===== config.mk =====
export PLATFORM = sky130hd
export DESIGN_NAME = fir_out_decim
export DESIGN_NICKNAME = d
export VERILOG_FILES = /design/src/rtl/fir_pkg.sv /design/src/rtl/fir_sync_fifo.sv /design/src/rtl/fir_out_decim.sv
export SDC_FILE = /design/constraint.sdc
export NUM_CORES = 1
export LEC_CHECK = 0
export CORE_UTILIZATION = 30
export DETAILED_ROUTE_END_ITERATION = 10
export GPL_TIMING_DRIVEN = 0
export PLACE_DENSITY = 0.59
export SETUP_SLACK_MARGIN = 0.2
export SLEW_MARGIN = 20
export SYNTH_ARGS = -nofsm -noshare
export SYNTH_HDL_FRONTEND = slang
export SYNTH_SLANG_ARGS = --single-unit

===== constraint.sdc =====
create_clock -name clk -period 2.5 [get_ports clk]
set_input_delay 0.5 -clock clk [delete_from_list [all_inputs] [get_ports clk]]
set_output_delay 0.5 -clock clk [all_outputs]
set_load 0.005 [all_outputs]

===== src/rtl/fir_pkg.sv =====
// Shared FIR datapath widths and sample/accumulator types.
// Imported by the 51-tap band-pass FIR and its output conditioning stage.
package fir_pkg;

    localparam int FIR_DATA_W  = 16;
    localparam int FIR_COEFF_W = 16;
    localparam int FIR_ACC_W   = 39;

    typedef logic signed [FIR_DATA_W-1:0] fir_sample_t;
    typedef logic signed [FIR_ACC_W-1:0]  fir_acc_t;

endpackage


===== src/rtl/fir_sync_fifo.sv =====
// Synchronous first-word-fall-through FIFO; rd_data shows the head (0 when empty).
// Latency: a write is visible on rd_data after the write edge, no bypass.
// Backpressure: writes into a full FIFO are ignored unless a read frees the slot in the same cycle.
module fir_sync_fifo #(
    parameter int WIDTH = 16,
    parameter int DEPTH = 8
) (
    input  logic                       clk,
    input  logic                       rst,
    input  logic                       wr_en,
    input  logic [WIDTH-1:0]           wr_data,
    output logic                       full,
    input  logic                       rd_en,
    output logic [WIDTH-1:0]           rd_data,
    output logic                       empty,
    output logic [$clog2(DEPTH):0]     level
);
    localparam int AW = $clog2(DEPTH);
    localparam int LW = AW + 1;

    logic [WIDTH-1:0] mem [DEPTH];
    logic [AW-1:0]    wptr;
    logic [AW-1:0]    rptr;
    logic             do_rd;
    logic             do_wr;

    assign empty   = (level == '0);
    assign full    = (level == LW'(DEPTH));
    assign do_rd   = rd_en && !empty;
    assign do_wr   = wr_en && (!full || do_rd);
    assign rd_data = empty ? '0 : mem[rptr];

    // Storage carries no reset; the head is masked while empty.
    always_ff @(posedge clk) begin
        if (do_wr) begin
            mem[wptr] <= wr_data;
        end
    end

    always_ff @(posedge clk or negedge rst) begin
        if (!rst) begin
            wptr  <= '0;
            rptr  <= '0;
            level <= '0;
        end else begin
            if (do_wr) begin
                wptr <= wptr + 1'b1;
            end
            if (do_rd) begin
                rptr <= rptr + 1'b1;
            end
            case ({do_wr, do_rd})
                2'b10:   level <= level + 1'b1;
                2'b01:   level <= level - 1'b1;
                default: level <= level;
            endcase
        end
    end

endmodule


===== src/rtl/fir_out_decim.sv =====
// FIR output conditioning: decimate by DECIM, shift right by SHIFT, saturate, buffer in FWFT FIFO.
// Latency: 2 edges from kept input to out_valid; FIR_DECIM_ROUND_EN selects round-half-up.
// Backpressure: none upstream; a kept sample meeting a full FIFO with no pop is dropped (ovf_flag).
module fir_out_decim
    import fir_pkg::*;
#(
    parameter int IN_WIDTH   = FIR_ACC_W,
    parameter int OUT_WIDTH  = FIR_DATA_W,
    parameter int SHIFT      = 0,
    parameter int DECIM      = 4,
    parameter int FIFO_DEPTH = 8
) (
    input  logic                          clk,
    input  logic                          rst,
    input  logic                          in_valid,
    input  logic signed [IN_WIDTH-1:0]    in_data,
    output logic                          out_valid,
    input  logic                          out_ready,
    output logic signed [OUT_WIDTH-1:0]   out_data,
    output logic [$clog2(FIFO_DEPTH):0]   fifo_level,
    output logic                          sat_flag,
    output logic                          ovf_flag,
    input  logic                          clr_flags
);
    localparam int PW = (DECIM > 1) ? $clog2(DECIM) : 1;
    localparam logic signed [IN_WIDTH:0] MAX_V =
        {{(IN_WIDTH-OUT_WIDTH+2){1'b0}}, {(OUT_WIDTH-1){1'b1}}};
    localparam logic signed [IN_WIDTH:0] MIN_V =
        {{(IN_WIDTH-OUT_WIDTH+2){1'b1}}, {(OUT_WIDTH-1){1'b0}}};
`ifdef FIR_DECIM_ROUND_EN
    localparam logic [IN_WIDTH:0] RND = ((IN_WIDTH+1)'(1) << SHIFT) >> 1;
`endif

    logic [PW-1:0]               phase;
    logic                        keep;
    logic signed [IN_WIDTH:0]    ext;
    logic signed [IN_WIDTH:0]    biased;
    logic signed [IN_WIDTH:0]    shifted;
    logic signed [OUT_WIDTH-1:0] sat_dat;
    logic                        clip;
    logic                        stg_vld;
    logic [OUT_WIDTH-1:0]        stg_dat;
    logic                        fifo_full;
    logic                        fifo_empty;
    logic [OUT_WIDTH-1:0]        fifo_rd_data;
    logic                        pop;
    logic                        drop;

    assign keep = in_valid && (phase == '0);

    // One extra bit of headroom so the rounding bias can never wrap.
    always_comb begin
        ext = {in_data[IN_WIDTH-1], in_data};
`ifdef FIR_DECIM_ROUND_EN
        biased = ext + $signed(RND);
`else
        biased = ext;
`endif
        shifted = biased >>> SHIFT;
        clip    = 1'b0;
        sat_dat = shifted[OUT_WIDTH-1:0];
        if (shifted > MAX_V) begin
            sat_dat = MAX_V[OUT_WIDTH-1:0];
            clip    = 1'b1;
        end else if (shifted < MIN_V) begin
            sat_dat = MIN_V[OUT_WIDTH-1:0];
            clip    = 1'b1;
        end
    end

    assign out_valid = !fifo_empty;
    assign out_data  = fifo_rd_data;
    assign pop       = out_valid && out_ready;
    assign drop      = stg_vld && fifo_full && !pop;

    always_ff @(posedge clk or negedge rst) begin
        if (!rst) begin
            phase    <= '0;
            stg_vld  <= 1'b0;
            stg_dat  <= '0;
            sat_flag <= 1'b0;
            ovf_flag <= 1'b0;
        end else begin
            if (in_valid) begin
                phase <= (phase == PW'(DECIM - 1)) ? '0 : phase + 1'b1;
            end
            stg_vld <= keep;
            if (keep) begin
                stg_dat <= sat_dat;
            end
            // A set event in the same cycle as clr_flags wins.
            if (keep && clip) begin
                sat_flag <= 1'b1;
            end else if (clr_flags) begin
                sat_flag <= 1'b0;
            end
            if (drop) begin
                ovf_flag <= 1'b1;
            end else if (clr_flags) begin
                ovf_flag <= 1'b0;
            end
        end
    end

    fir_sync_fifo #(
        .WIDTH (OUT_WIDTH),
        .DEPTH (FIFO_DEPTH)
    ) u_fifo (
        .clk     (clk),
        .rst     (rst),
        .wr_en   (stg_vld),
        .wr_data (stg_dat),
        .full    (fifo_full),
        .rd_en   (out_ready),
        .rd_data (fifo_rd_data),
        .empty   (fifo_empty),
        .level   (fifo_level)
    );

endmodule


==> reports/metrics.cfg, run 1 <==
[grt]
grt_overflow_total=0
grt_max_degree=32
antenna_found_initial=0
track_usage_pct=14.8
grt_pass1_wl_mm=23.9
first_global_vias=4149

[yosys]
syn_avg_cell_area_um2=16.9
ys_warn_count=0
synth_area_leader_cell=edfxtp_1
synthArstFlopShare_pct=19.5
ys_ff_latch=159
synth_common_cells=edfxtp_1, nor2_1, mux4_2
syn-num-nets=442
synth_edf_count=128
ys_types=39
synthCells=390
ys.flop_type=edfxtp_1
yosysSeqAreaShare_pct=70.1
yosysMostFrequentCell=edfxtp_1
yosys-top-cells-area=edfxtp_1, dfrtp_1, mux4_2, mux2i_1, nor2_1
yosys.area.top_type_share_pct=58.4
syn_area_um2=6590

[floorplanning]
coreArea_um2=21300
die_h_um=150
io_pins=67
die-area_um2=22600
start_util_pct=30.9
rows=53
chipWidth_um=150

[drt]
final_antenna_net_count=0
vias_per_cell=4.90
num_vias=4022
drc=0
first_iter_violations=266
drt-wirelength-per-cell_um=18.9
drt_pre_antenna_iters=5
routed_wl_mm=15.5

[outcome]
status=finished, violations left
violations=setup timing

[pwr]
power_density_nw_per_um2=1160
vdd_ir_drop_max_uv=605
total_power_mw=10.5
p_leak_nw=3.19

[clocking]
cts_buffers=17
clk_pin_slew_ps=60
cts_sinks=159
h-tree-depth=4
clk_latency_ps=430
cts_tree=built
clockBufferDepth=2
root_buffer=clkbuf_16
cts_hold_buf=0

[timing]
rsz0062_at_grt=true
fin_crit_ps=2670
worst_slack_ps=-166
skew_ps=12.1
tightest_slew_ps=701
timing.slew.headroom_pct=53.3
setup_viol=16
period_share_pct=107
finalMaxSlewViolations=0
max_freq_mhz=375
hold_viol=0

[finish]
final_util_pct=42.4
antenna_cells=0
drive_gt1_share_pct=33.4
area_growth_pct=36.9
final_nets=584
fillers=1852

[critical_path]
path_max_fanout=8
cp_data_required_time_ps=2000
r2r_slack_ps=140
worstSetupStartpointType=flip-flop
critPathArrivalTime_ps=2170
endpoint_kind=primary output
path_class=reg2out

[place]
dp_hpwl_mm=9.82
place_congestion=0.749
portBuffers=66
dp_slack_ps=-550

[min_path]
worstHoldPathType=in2async

[job]
drv_cap=0

[layer usage]
layer	up-vias	global-route usage, %	part of all wire (%)
met5	-	0	0
met4	0	4.04	0.76
met3	7	3.76	5.5
met2	128	24.4	49
met1	2059	19.2	44
li1	1828	-	-
[report_power, final]
part           internal [mW]  leakage, nW  switching, mW
Clock                   1.39        0.261           1.08
Sequential              3.59         1.50          0.506
Combinational           2.21         1.42           1.71
Total                   7.19         3.19           3.30
[metrics by stage]
| step | std cells | hold WS, ps | area [um^2] | TNS [ps] |
|---|---|---|---|---|
| floorplan | 390 | 204 | 6620 | 0 |
| global placement | 731 | 494 | 7620 | -126280 |
| detailed placement | 739 | 517 | 7750 | -33550 |
| CTS | 810 | 135 | 8880 | -1350 |
| global route | 820 | 156 | 9020 | -3270 |
| finish | 820 | 119 | 9020 | -1620 |
[cell type report]
class	count	area [um^2]	area share [%]
well taps	275	344	3.82
repair buffers	123	1260	14.0
plain buffers	20	200	2.22
inverters	13	58.8	0.652
clock buffers	18	429	4.76
flip-flops and latches	159	4620	51.2
multi-input cells	198	1970	21.8
clock inverters	14	134	1.48
[layout by cell type, fill, tap and decap left out, drive strengths merged, types with 6 or more instances in the layout]
cell type | Yosys | layout
a211oi | 15 | 15
buf | 9 | 82
clkbuf | 11 | 31
clkdlybuf4s50 | 0 | 47
dfrtp | 31 | 31
edfxtp | 128 | 128
ha | 7 | 7
inv | 12 | 17
mux2i | 18 | 18
mux4 | 32 | 32
nand2 | 9 | 9
nand3 | 17 | 17
nand4 | 6 | 6
nor2 | 43 | 43
nor4 | 22 | 22
[flip-flops by register name (all words and copies together) (netlist names)]
signal	count
u_fifo.mem	128
phase	2
stg_vld	1
u_fifo.wptr	3
stg_dat	16
u_fifo.level	4
u_fifo.rptr	3
ovf_flag	1
sat_flag	1
[worst paths after layout]
check / startpoint / to / cells past startpoint
max reg2reg: u_fifo.level[1] / u_fifo.level[3] / 12
max in group asynchronous: rst / u_fifo.level[3] / 1
min: rst / u_fifo.level[1] / 1
min in group clk: sat_flag / sat_flag / 2
min reg2reg: sat_flag / sat_flag / 2
max: u_fifo.rptr[0] / out_data[3] / 8
[worst max-delay path, stage by stage, from the launching register on]
cell and delay [ps]:
dfrtp_1 400, buf_12 160, buf_6 110, buf_12 90, buf_16 120, mux4_2 500
mux2i_1 160, nor2_1 80, buf_2 130
[logic make-up (layout without fill, tap and decap cells)]
logic type	count (synthesis)	count (layout)	share of synthesized area [%]
fa+ha+maj	8	8	1.63
xor+xnor	6	6	0.798
buf+inv	33	188	2.18
compound gates	25	25	2.68
simple gates	107	107	8.49
mux	52	52	14.1
flops	159	159	70.1
[timing repair]
item                       CTS  global route
cloned                       3             0
setup buffers               36            10
setup endpoints to repair   68            27
pin swaps                   20            15
resized for setup          122            24
Note: power is estimated with default switching activity, not from simulation.
==> inputs of run 2 (changes only) <==
Settings changed: MAX_ROUTING_LAYER set to met4.
==> reports/metrics.cfg, run 2 (synthesis gave the netlist of run 1 again) <==
[critical_path]
r2r_cells=12  ; unchanged
path_class=reg2out  ; unchanged
path_max_fanout=8  ; unchanged
worstSetupStartpointType=flip-flop  ; unchanged
critPathArrivalTime_ps=2180  ; was 2170 ps
r2r_start=u_fifo.level[1]  ; unchanged
r2r-end=u_fifo.level[3]  ; unchanged
r2r_slack_ps=150  ; was 140 ps
endpoint_kind=primary output  ; unchanged
crit_path_start=u_fifo.rptr[0]  ; unchanged
cp_slowest_cell=mux4_2  ; unchanged
max_stage_delay_ps=500  ; about the same
crit_path_frequent_cell=buf_12  ; unchanged
cp_data_required_time_ps=2000  ; about the same
crit_chain=buf_12 -> buf_6 -> buf_12 -> buf_16 -> mux4_2 -> mux2i_1 -> nor2_1 -> buf_2  ; unchanged

[clocking]
cts_hold_buf=0  ; unchanged
cts_sinks=159  ; unchanged
cts_tree=built  ; unchanged
clk_latency_ps=420  ; was 430 ps
cts_buffers=17  ; unchanged
h-tree-depth=4  ; unchanged
clk_pin_slew_ps=70  ; was 60 ps
clockBufferDepth=2  ; unchanged
root_buffer=clkbuf_16  ; unchanged

[place]
place_congestion=0.759  ; was 0.749
dp_hpwl_mm=9.82  ; unchanged
place_area_um2=7750  ; unchanged
dp_slack_ps=-550  ; unchanged
portBuffers=66  ; unchanged

[timing]
max_freq_mhz=373  ; was 375 MHz
tightest_slew_ps=688  ; was 701 ps
timing.slew.headroom_pct=54.2  ; was 53.3%
skew_ps=13.2  ; was 12.1 ps
worst_slack_ps=-178  ; was -166 ps
hold_viol=0  ; unchanged
setup_viol=16  ; unchanged
rsz0062_at_grt=true  ; unchanged
finalMaxSlewViolations=0  ; unchanged
period_share_pct=107  ; about the same
fin_crit_ps=2680  ; was 2670 ps
tns_ps=-1680  ; was -1620 ps

[finish]
fillers=1852  ; unchanged
largest_registers=u_fifo.mem (128), stg_dat (16), u_fifo.level (4)  ; unchanged
multi_input_area_um2=1970  ; unchanged
area_growth_pct=36.9  ; unchanged
drive_gt1_share_pct=33.4  ; unchanged
finalInstanceArea_um2=9020  ; unchanged
largest_register=u_fifo.mem  ; unchanged
layout_commonest_cell=edfxtp_1  ; unchanged
final_cell_mix=edfxtp_1, clkdlybuf4s50_1, nor2_1  ; unchanged
final_util_pct=42.4  ; unchanged
largest_register_ffs=128  ; unchanged
antenna_cells=0  ; unchanged
final_nets=584  ; unchanged
seqCellArea_um2=4620  ; unchanged

[drt]
drt_pre_antenna_iters=4  ; was 5
drc=0  ; unchanged
first_iter_violations=305  ; was 266
routed_wl_mm=15.4  ; was 15.5 mm
drt-wirelength-per-cell_um=18.8  ; was 18.9 um
final_antenna_net_count=0  ; unchanged
num_vias=3997  ; was 4022
vias_per_cell=4.87  ; was 4.90

[grt]
antenna_found_initial=0  ; unchanged
grt_max_degree=32  ; unchanged
first_global_vias=4163  ; was 4149
grt_pass1_wl_mm=23.8  ; was 23.9 mm
grt_overflow_total=0  ; unchanged
track_usage_pct=15.2  ; was 14.8%

[outcome]
violations=setup timing  ; unchanged
status=finished, violations left  ; unchanged

[floorplanning]
start_util_pct=30.9  ; unchanged
coreArea_um2=21300  ; unchanged
rows=53  ; unchanged
io_pins=67  ; unchanged
die-area_um2=22600  ; unchanged
chipWidth_um=150  ; unchanged
die_h_um=150  ; unchanged

[pwr]
total_power_mw=10.5  ; about the same
p_leak_nw=3.19  ; unchanged
power_density_nw_per_um2=1160  ; about the same
vdd_ir_drop_max_uv=591  ; was 605 uV

[job]
drv_cap=0  ; unchanged

[min_path]
worstHoldPathType=in2async  ; unchanged

[run 2: repair_timing]
action / in CTS / in global routing
resized for setup: 122 / 24
endpoints found under the setup margin: 68 / 27
pin swaps: 20 / 15
cloned: 3 / 0
buffers inserted: 36 / 10
[run 2: final cells by class]
cell class	instances	share of cell area, %
well taps	275	3.82
inverters	13	0.652
multi-input cells	198	21.8
clock buffers	18	4.76
flip-flops and latches	159	51.2
plain buffers	20	2.22
clock inverters	14	1.48
repair buffers	123	14.0
[run 2: how the worst max path moves through the flow]
stage / to / slack (ps) / depth (start not counted)
floorplan: u_fifo.level[3] / 210 / 11
global placement: u_fifo.mem[3][13] / -1030 / 5
detailed placement: out_data[14] / -550 / 6
CTS: out_data[3] / -160 / 8
global route: out_data[3] / -300 / 8
finish: out_data[3] / -180 / 8
[run 2: report_power, final]
part	switching (mW)	internal, mW
Clock	1.07	1.39
Combinational	1.71	2.21
Sequential	0.507	3.59
Total	3.29	7.19
[run 2: routing by layer]
| metal | GRT usage [%] | up-vias | wire length (um) |
|---|---|---|---|
| met3 | 3.24 | 4 | 619 |
| met5 | - | - | 0 |
| met1 | 19.4 | 2049 | 7010 |
| met4 | 4.19 | 0 | 80 |
| met2 | 24.4 | 119 | 7700 |
| li1 | - | 1825 | - |
[run 2: critical path: cells and delay by family (launching register included)]
| kind | cells | cell delay, ps |
|---|---|---|
| buffers and inverters | 5 | 620 |
| and+or+nand+nor | 1 | 80 |
| DFF | 1 | 410 |
| muxes | 2 | 660 |
[run 2: per-stage QoR]
stage / hold WS, ps / cells
6_report: 116 / 820
5_1_grt: 158 / 820
4_1_cts: 135 / 810
3_5_place_dp: 517 / 739
3_3_place_gp: 494 / 731
2_1_floorplan: 204 / 390
